**src/rtl/tail_light_decoder.sv**
```systemverilog
// rtl/tail_light_decoder.sv - tail-light bus monitor: decodes lamp patterns, flags illegal patterns/transitions and stalls
// Optional error counter built when TLD_ERR_COUNT_EN is defined.
module tail_light_decoder #(
    parameter int unsigned HOLD_MAX = 4
) (
    input  logic       clk,
    input  logic       reset,
    input  logic       sample_en,
    input  logic [2:0] Lcba,
    input  logic [2:0] Rabc,
    input  logic       err_clr,
    output logic [1:0] mode,
    output logic [1:0] step,
    output logic       valid,
    output logic       pat_err,
    output logic       seq_err,
    output logic       stuck,
    output logic [7:0] err_count
);

    typedef enum logic [2:0] {
        S_OFF, S_L1, S_L2, S_L3, S_R1, S_R2, S_R3, S_HAZ
    } lamp_t;

    localparam logic [7:0] HOLD_LIM = 8'(HOLD_MAX);

    lamp_t      last, last_next, new_pat;
    logic       new_legal, trans_ok, flash_hold;
    logic [7:0] hold_cnt, hold_next;
    logic       valid_next, pat_err_next, seq_err_next, stuck_next;

    always_comb begin
        new_legal = 1'b1;
        new_pat   = S_OFF;
        case ({Lcba, Rabc})
            6'b000_000: new_pat = S_OFF;
            6'b001_000: new_pat = S_L1;
            6'b011_000: new_pat = S_L2;
            6'b111_000: new_pat = S_L3;
            6'b000_100: new_pat = S_R1;
            6'b000_110: new_pat = S_R2;
            6'b000_111: new_pat = S_R3;
            6'b111_111: new_pat = S_HAZ;
            default:    new_legal = 1'b0;
        endcase
    end

    // Restart patterns are reachable from anywhere; otherwise only hold or one step forward.
    always_comb begin
        trans_ok = (new_pat == last)
                || (new_pat == S_OFF) || (new_pat == S_HAZ)
                || (new_pat == S_L1)  || (new_pat == S_R1)
                || (last == S_L1 && new_pat == S_L2)
                || (last == S_L2 && new_pat == S_L3)
                || (last == S_R1 && new_pat == S_R2)
                || (last == S_R2 && new_pat == S_R3);
        flash_hold = (new_pat == last) && (last != S_OFF) && (last != S_HAZ);
    end

    always_ff @(posedge clk) begin
        if (reset) begin
            last     <= S_OFF;
            hold_cnt <= 8'd0;
        end else begin
            last     <= last_next;
            hold_cnt <= hold_next;
        end
    end

    always_comb begin
        last_next    = last;
        hold_next    = hold_cnt;
        valid_next   = 1'b0;
        pat_err_next = 1'b0;
        seq_err_next = 1'b0;
        stuck_next   = stuck;
        if (sample_en) begin
            if (new_legal) begin
                last_next    = new_pat;
                valid_next   = 1'b1;
                seq_err_next = !trans_ok;
                if (flash_hold)
                    hold_next = (hold_cnt == 8'hFF) ? hold_cnt : hold_cnt + 8'd1;
                else
                    hold_next = 8'd0;
                if (flash_hold && hold_next >= HOLD_LIM)
                    stuck_next = 1'b1;
            end else begin
                pat_err_next = 1'b1;
            end
        end
        if (err_clr)
            stuck_next = 1'b0;
    end

    always_comb begin
        mode = 2'b00;
        step = 2'd0;
        case (last)
            S_L1:    begin mode = 2'b01; step = 2'd1; end
            S_L2:    begin mode = 2'b01; step = 2'd2; end
            S_L3:    begin mode = 2'b01; step = 2'd3; end
            S_R1:    begin mode = 2'b10; step = 2'd1; end
            S_R2:    begin mode = 2'b10; step = 2'd2; end
            S_R3:    begin mode = 2'b10; step = 2'd3; end
            S_HAZ:   begin mode = 2'b11; step = 2'd0; end
            default: begin mode = 2'b00; step = 2'd0; end
        endcase
    end

    always_ff @(posedge clk) begin
        if (reset) begin
            valid   <= 1'b0;
            pat_err <= 1'b0;
            seq_err <= 1'b0;
            stuck   <= 1'b0;
        end else begin
            valid   <= valid_next;
            pat_err <= pat_err_next;
            seq_err <= seq_err_next;
            stuck   <= stuck_next;
        end
    end

`ifdef TLD_ERR_COUNT_EN
    logic [7:0] err_cnt_q;
    logic       err_evt;

    assign err_evt = pat_err_next | seq_err_next;

    always_ff @(posedge clk) begin
        if (reset)
            err_cnt_q <= 8'd0;
        else if (err_clr)
            err_cnt_q <= err_evt ? 8'd1 : 8'd0;
        else if (err_evt && err_cnt_q != 8'hFF)
            err_cnt_q <= err_cnt_q + 8'd1;
    end

    assign err_count = err_cnt_q;
`else
    assign err_count = 8'd0;
`endif

endmodule

```
**config.mk**
```make
export PLATFORM = sky130hd
export DESIGN_NAME = tail_light_decoder
export DESIGN_NICKNAME = d
export VERILOG_FILES = /design/src/rtl/tail_light_decoder.sv
export SDC_FILE = /design/constraint.sdc
export NUM_CORES = 1
export LEC_CHECK = 0
export ABC_AREA = 1
export CAP_MARGIN = 20
export CELL_PAD_IN_SITES_DETAIL_PLACEMENT = 2
export CELL_PAD_IN_SITES_GLOBAL_PLACEMENT = 2
export CORE_ASPECT_RATIO = 0.6
export CORE_MARGIN = 8
export CORE_UTILIZATION = 28
export DETAILED_ROUTE_END_ITERATION = 10
export GPL_ROUTABILITY_DRIVEN = 0
export PLACE_DENSITY = 0.91
export SYNTH_ARGS = -nofsm -noshare
export SYNTH_HDL_FRONTEND = slang
export SYNTH_SLANG_ARGS = --single-unit
```
**constraint.sdc**
```tcl
create_clock -name clk -period 3.04 [get_ports clk]
set_clock_uncertainty 0.15 [all_clocks]
set_input_delay 0.456 -clock clk [delete_from_list [all_inputs] [get_ports clk]]
set_output_delay 0.456 -clock clk [all_outputs]
set_load 0.02 [all_outputs]
```
==> results.txt, run 1 <==
Status: finished clean
Post-route setup slack: 0.5271 ns
Internal reg-to-reg setup slack: 0.85 ns
RSZ-0062 raised after global routing: false
Setup_tns: 0 ns
# rows: 17
Grt ovf: 0
Root Driver: clkbuf_8
Setup bufs post-CTS: 0
Port Buffer Count: 17
Hold endpoint: stuck$_SDFFE_PP0P_
Total global-route track usage: 0.1340
VDD IR max: 0.1439 mV
Fill cells: 458
I/O pin cnt: 26
Min-Delay Path Depth: 2
Post-Syn Instances: 165
Top_reg_cell synth: dfxtp_1
CTS tree: built
Post-Layout Cell Count: 229
Hold Path Class: flip-flop to flip-flop
Ys Warns: 0
Dpl cells: 225
CTS Buf Count: 3
Die Span Y: 64.58 um
WL final: 4128 um
Max Clk Rate: 397.9 MHz
Fin util: 0.3570
Synth Area per Inst: 6.673 um2
Largest net degree at the start of global routing: 18
Required @ worst endpoint: 3.10 ns
Clock Path Buffers: 2
Max-Cap Viols: 0
Core area: 0.003722 mm2
Mapped Area: 0.001101 mm2
HPWL Detailed: 3368 um
Tmin final: 2.513 ns
Clk slew on worst S/H paths: 0.07 ns
R2R Path End: stuck$_SDFFE_PP0P_
Worst Path Arrival: 2.57 ns
Initial antenna violation count: 0
# DRC: 0
Final Hold Viols: 0
Die extent in x: 96.96 um
CTS Sinks: 15
Overall power: 482.5 uW
Seq/Total Area, Yosys: 0.2727
Die area: 0.006261 mm2
CP Max Fanout: 17
Yosys cell types: 32
Leakage power: 0.0005499 uW
ANT nets after route: 0
Setup WS pre-CTS: 0.2964 ns
Post-CTS sizing: 0
Initial Util: 0.2958
Clock latency on the worst-skew pair: 0.26 ns
Setup crit end kind: flip-flop
TritonRoute pass-1 iters: 4
#FFs+latches synth: 15
Final net count: 194
Kind of critical path: primary input to flip-flop
Post-synth ARST share: 0
Average routed wire per standard cell: 18.03 um
Reg2reg start: hold_cnt[1]$_SDFFE_PP0P_
Min-delay src: stuck$_SDFFE_PP0P_
Pwr dens: 363.1 mW/mm2
Area added between synthesis and finish: 20.68%
Vias: 1199
Vias/cell: 5.236
Tcrit/Tclk final: 0.8266
Vias in the first global route: 1322
First-pass GRT wire length: 6844 um
CTS H-tree depth: 1
# diodes: 0
FF-to-FF path depth: 9
Startpoint Class: primary input
Share of cells above drive strength 1: 0.1319
DR iter-0 viols: 43
Number of synthesized flops with an enable pin: 0
Hold-fix buffers, CTS: 0
Final setup violation count: 0
Max Slew Vio Count: 0
[flip-flops by register name, indices dropped and copies added (netlist names)]
name / count
valid: 1
pat_err: 1
seq_err: 1
hold_cnt: 8
last: 3
stuck: 1
[cells in the mapped netlist (2+ instances only)]
cell / number / area share
a21oi_1: 13 / 0.059
dfxtp_1: 15 / 0.27
or2_2: 2 / 0.011
xnor2_1: 2 / 0.016
nand4_1: 6 / 0.034
nor2_1: 11 / 0.038
nand2_1: 27 / 0.092
buf_4: 8 / 0.055
inv_1: 14 / 0.048
nand3_2: 3 / 0.027
nand2_2: 5 / 0.028
nor2_2: 2 / 0.011
o21ai_0: 10 / 0.045
buf_2: 2 / 0.0091
nand3_1: 22 / 0.10
o211ai_1: 4 / 0.027
inv_2: 4 / 0.014
[cell families (layout without fill, tap and decap cells)]
group           count (synthesis)  after routing  synth area share
compound gates                 34             34            0.1784
xor+xnor                        2              2           0.01591
fa+ha+maj                       1              1           0.01136
buf+inv                        30             40            0.1318
flops                          15             15            0.2727
other cells                     1              8          0.003406
simple gates                   82             82            0.3864
[cells in the final DEF, fill, tap and decap left out, types with 2 or more instances in the layout]
cell and n:
o21ai_0 10, a21oi_1 13, nand3_2 3, nand4_1 6, nor2_2 2, o211ai_1 4, inv_1 14, dfxtp_1 15
nand2_2 5, xnor2_1 2, clkdlybuf4s50_1 17, conb_1 8, nand2_1 27, or2_2 2, nand3_1 22, nor2_1 11
inv_2 4, clkbuf_8 3
[metrics by stage]
step                cell area [um2]  hold slack, ns
floorplan                      1127          0.3101
global placement               1282          0.2815
detailed placement             1282          0.3043
CTS                            1329          0.3134
global route                   1329          0.3262
finish                         1329          0.3016
[critical path, cell delays in order]
cell and delay, ns:
clkdlybuf4s50_1 0.54, nand2_1 0.10, nor2_1 0.15, nand2_2 0.12
nand3_2 0.13, nor2_1 0.08, inv_2 0.08, nand2_2 0.10
inv_2 0.24, nand2_1 0.17, nor3b_1 0.25, o21a_1 0.14
[routing by layer]
metal  global-route usage  vias to the layer above  wire, um
met5                    0                        -         0
met4              0.03810                        0        53
met3              0.04974                        6       257
met2               0.2210                       27      1952
met1               0.1606                      586      1865
li1                     -                      580         -
[worst max path at each step]
stage	slack [ns]	from	endpoint
global route	0.37	Lcba[0]	hold_cnt[1]$_SDFFE_PP0P_
finish	0.53	Lcba[1]	hold_cnt[1]$_SDFFE_PP0P_
CTS	0.53	last[1]$_SDFFE_PP0P_	step[0]
floorplan	1.27	Lcba[2]	hold_cnt[1]$_SDFFE_PP0P_
global placement	0.55	Lcba[1]	stuck$_SDFFE_PP0P_
detailed placement	0.30	Lcba[1]	hold_cnt[1]$_SDFFE_PP0P_
[power by group]
part           internal, uW  switching, uW  leakage [uW]
combinational          35.7           70.4      0.000403
clock                  90.9           74.8     0.0000255
sequential              202           8.06      0.000122
[area by class of cell]
type                       count  area (um2)  area share
clock inverter                 1       5.005    0.003766
clock buffer                   3       41.29     0.03107
multi-input combinational    127       681.9      0.5132
sequential                    15       300.3      0.2260
timing repair buffer          17       170.2      0.1281
tap                           47       58.81     0.04426
inverter                      19       71.32     0.05367
(Power assumes the default switching activity.)
==> inputs of run 2 (changes only) <==
Settings changed: CORE_UTILIZATION 28 to 23, PLACE_DENSITY 0.91 to 0.81.
Clock period 3.04 ns to 2.3 ns, I/O delays scaled along.
==> run 2 against run 1 <==
  * Clock power grew 32%
  * Non-clock buffer count is 17 higher
  * Utilization is 2.7 points lower
  * Sequential power up 32%
  * Sequential cell count is the same
  * Via count increased by 5.7%
  * Global-route usage fell by 2.7 points
  * Hold slack about the same
  * Critical endpoint is now step[0]
==> results.txt, run 2 (synthesis results as in run 1) <==
Commonest non-fill, non-tap cell in the layout: nand2_1
Total global-route track usage: 0.1066
Final Hold Viols: 0
Initial Util: 0.2400
Area added between synthesis and finish: 37.61%
Post-DP Area: 0.001393 mm2
Required @ worst endpoint: 1.80 ns
Min-Delay Path Depth: 2
Final setup violation count: 0
Area of the multi-input gates: 714.4 um2
HPWL Detailed: 3235 um
Die extent in x: 105.3 um
CTS Sinks: 15
Startpoint Class: flip-flop
Status: finished clean
Kind of critical path: flip-flop to output pin
CTS H-tree depth: 1
Hold-fix buffers, CTS: 0
# DRC: 0
Hold Path Class: flip-flop to flip-flop
R2R Path End: stuck$_SDFFE_PP0P_
ANT nets after route: 0
Hold endpoint: stuck$_SDFFE_PP0P_
# rows: 19
Worst-Margin Slew: 0.5122 ns
Min-delay src: stuck$_SDFFE_PP0P_
Fin util: 0.3302
Storage cell area: 300.3 um2
Initial antenna violation count: 0
Min Hold Slack: 0.3021 ns
CTS Buf Count: 3
Root Driver: clkbuf_8
# diodes: 0
Vias: 1267
Largest net degree at the start of global routing: 13
VDD IR max: 0.1482 mV
Fin area: 0.001515 mm2
First-pass GRT wire length: 6354 um
Die area: 0.007330 mm2
Internal reg-to-reg setup slack: 0.19 ns
Fill cells: 559
WL final: 4299 um
Vias in the first global route: 1264
CTS tree: built
Largest Register: hold_cnt
Tmin final: 2.256 ns
Port Buffer Count: 17
Max reg flops: 8
Tcrit/Tclk final: 0.9810
Biggest regs: hold_cnt: 8 flops, last: 3 flops
Setup_tns: 0 ns
Clock latency on the worst-skew pair: 0.25 ns
Final net count: 211
Max Clk Rate: 443.2 MHz
Vias/cell: 4.836
RSZ-0062 raised after global routing: true
TritonRoute pass-1 iters: 4
Setup crit end kind: output pin
Die Span Y: 69.60 um
FF-to-FF path depth: 9
Worst slew margin: 0.6585
CP Max Fanout: 6
I/O pin cnt: 26
DR iter-0 viols: 82
Leakage power: 0.0006666 uW
Commonest cells after routing, fill and taps aside: 27 x nand2_1, 20 x nand3_1, 17 x buf_4
Pwr dens: 437.4 mW/mm2
Average routed wire per standard cell: 16.41 um
Clock Path Buffers: 2
Core area: 0.004588 mm2
Grt ovf: 0
Reg2reg start: hold_cnt[0]$_SDFFE_PP0P_
Max-Cap Viols: 0
Max Slew Vio Count: 0
Worst Path Arrival: 1.76 ns
Clk slew on worst S/H paths: 0.06 ns
Share of cells above drive strength 1: 0.2211
-- run 2: layout make-up --
type	instances	share of cell area
Clock buffer	4	0.02973
Inverter	19	0.04707
Multi-Input combinational cell	127	0.4715
Sequential cell	15	0.1982
Tap cell	63	0.05202
Timing Repair Buffer	34	0.2015
-- run 2: repair_timing --
action | 4_1_cts | 5_1_grt
endpoints found under the setup margin | 1 | 3
gates resized for setup | 1 | 9
setup buffers | 0 | 5
cloned | 0 | 0
hold endpoints to repair | 0 | 0
pin swaps | 0 | 4
-- run 2: worst max path at each step --
stage                               from                  endpoint  slack [ns]  cells past startpoint
floorplan                        Lcba[2]  hold_cnt[1]$_SDFFE_PP0P_        0.64                     11
global placement                 Lcba[0]  hold_cnt[1]$_SDFFE_PP0P_       -0.09                     12
detailed placement               Lcba[1]        stuck$_SDFFE_PP0P_       -0.13                     13
CTS                 last[0]$_SDFFE_PP0P_                   step[0]        0.09                      3
global route                     Rabc[0]        stuck$_SDFFE_PP0P_       -0.06                     13
finish              last[0]$_SDFFE_PP0P_                   step[0]        0.04                      4
-- run 2: power by group --
part | internal (uW) | switching (uW) | total (uW)
clock | 123 | 96.6 | 219
combinational | 65.4 | 100 | 166
sequential | 268 | 9.99 | 278
total | 456 | 207 | 663
-- run 2: critical path, cell delays in order, from the launching register on --
cell and delay [ns]:
dfxtp_1 0.40, nor2_2 0.30, nand2_1 0.09, o211ai_1 0.09
clkdlybuf4s50_1 0.64
-- run 2: layer usage --
layer	vias up	GRT usage	wire [um]
li1	611	-	-
met1	631	0.1601	2240
met2	23	0.1425	1859
met3	2	0.03432	190
met4	0	0.01415	9
met5	-	0	0
-- run 2: metrics by stage --
| step | power (uW) | setup slack (ns) | std cells |
|---|---|---|---|
| after global placement | 427.0 | -0.08551 | 253 |
| after detailed placement | 430.6 | -0.1252 | 253 |
| after CTS | 654.9 | 0.08523 | 257 |
| after floorplan | 377.3 | 0.6388 | 172 |
| after global routing | 698.2 | -0.05658 | 262 |
| final | 662.8 | 0.04361 | 262 |
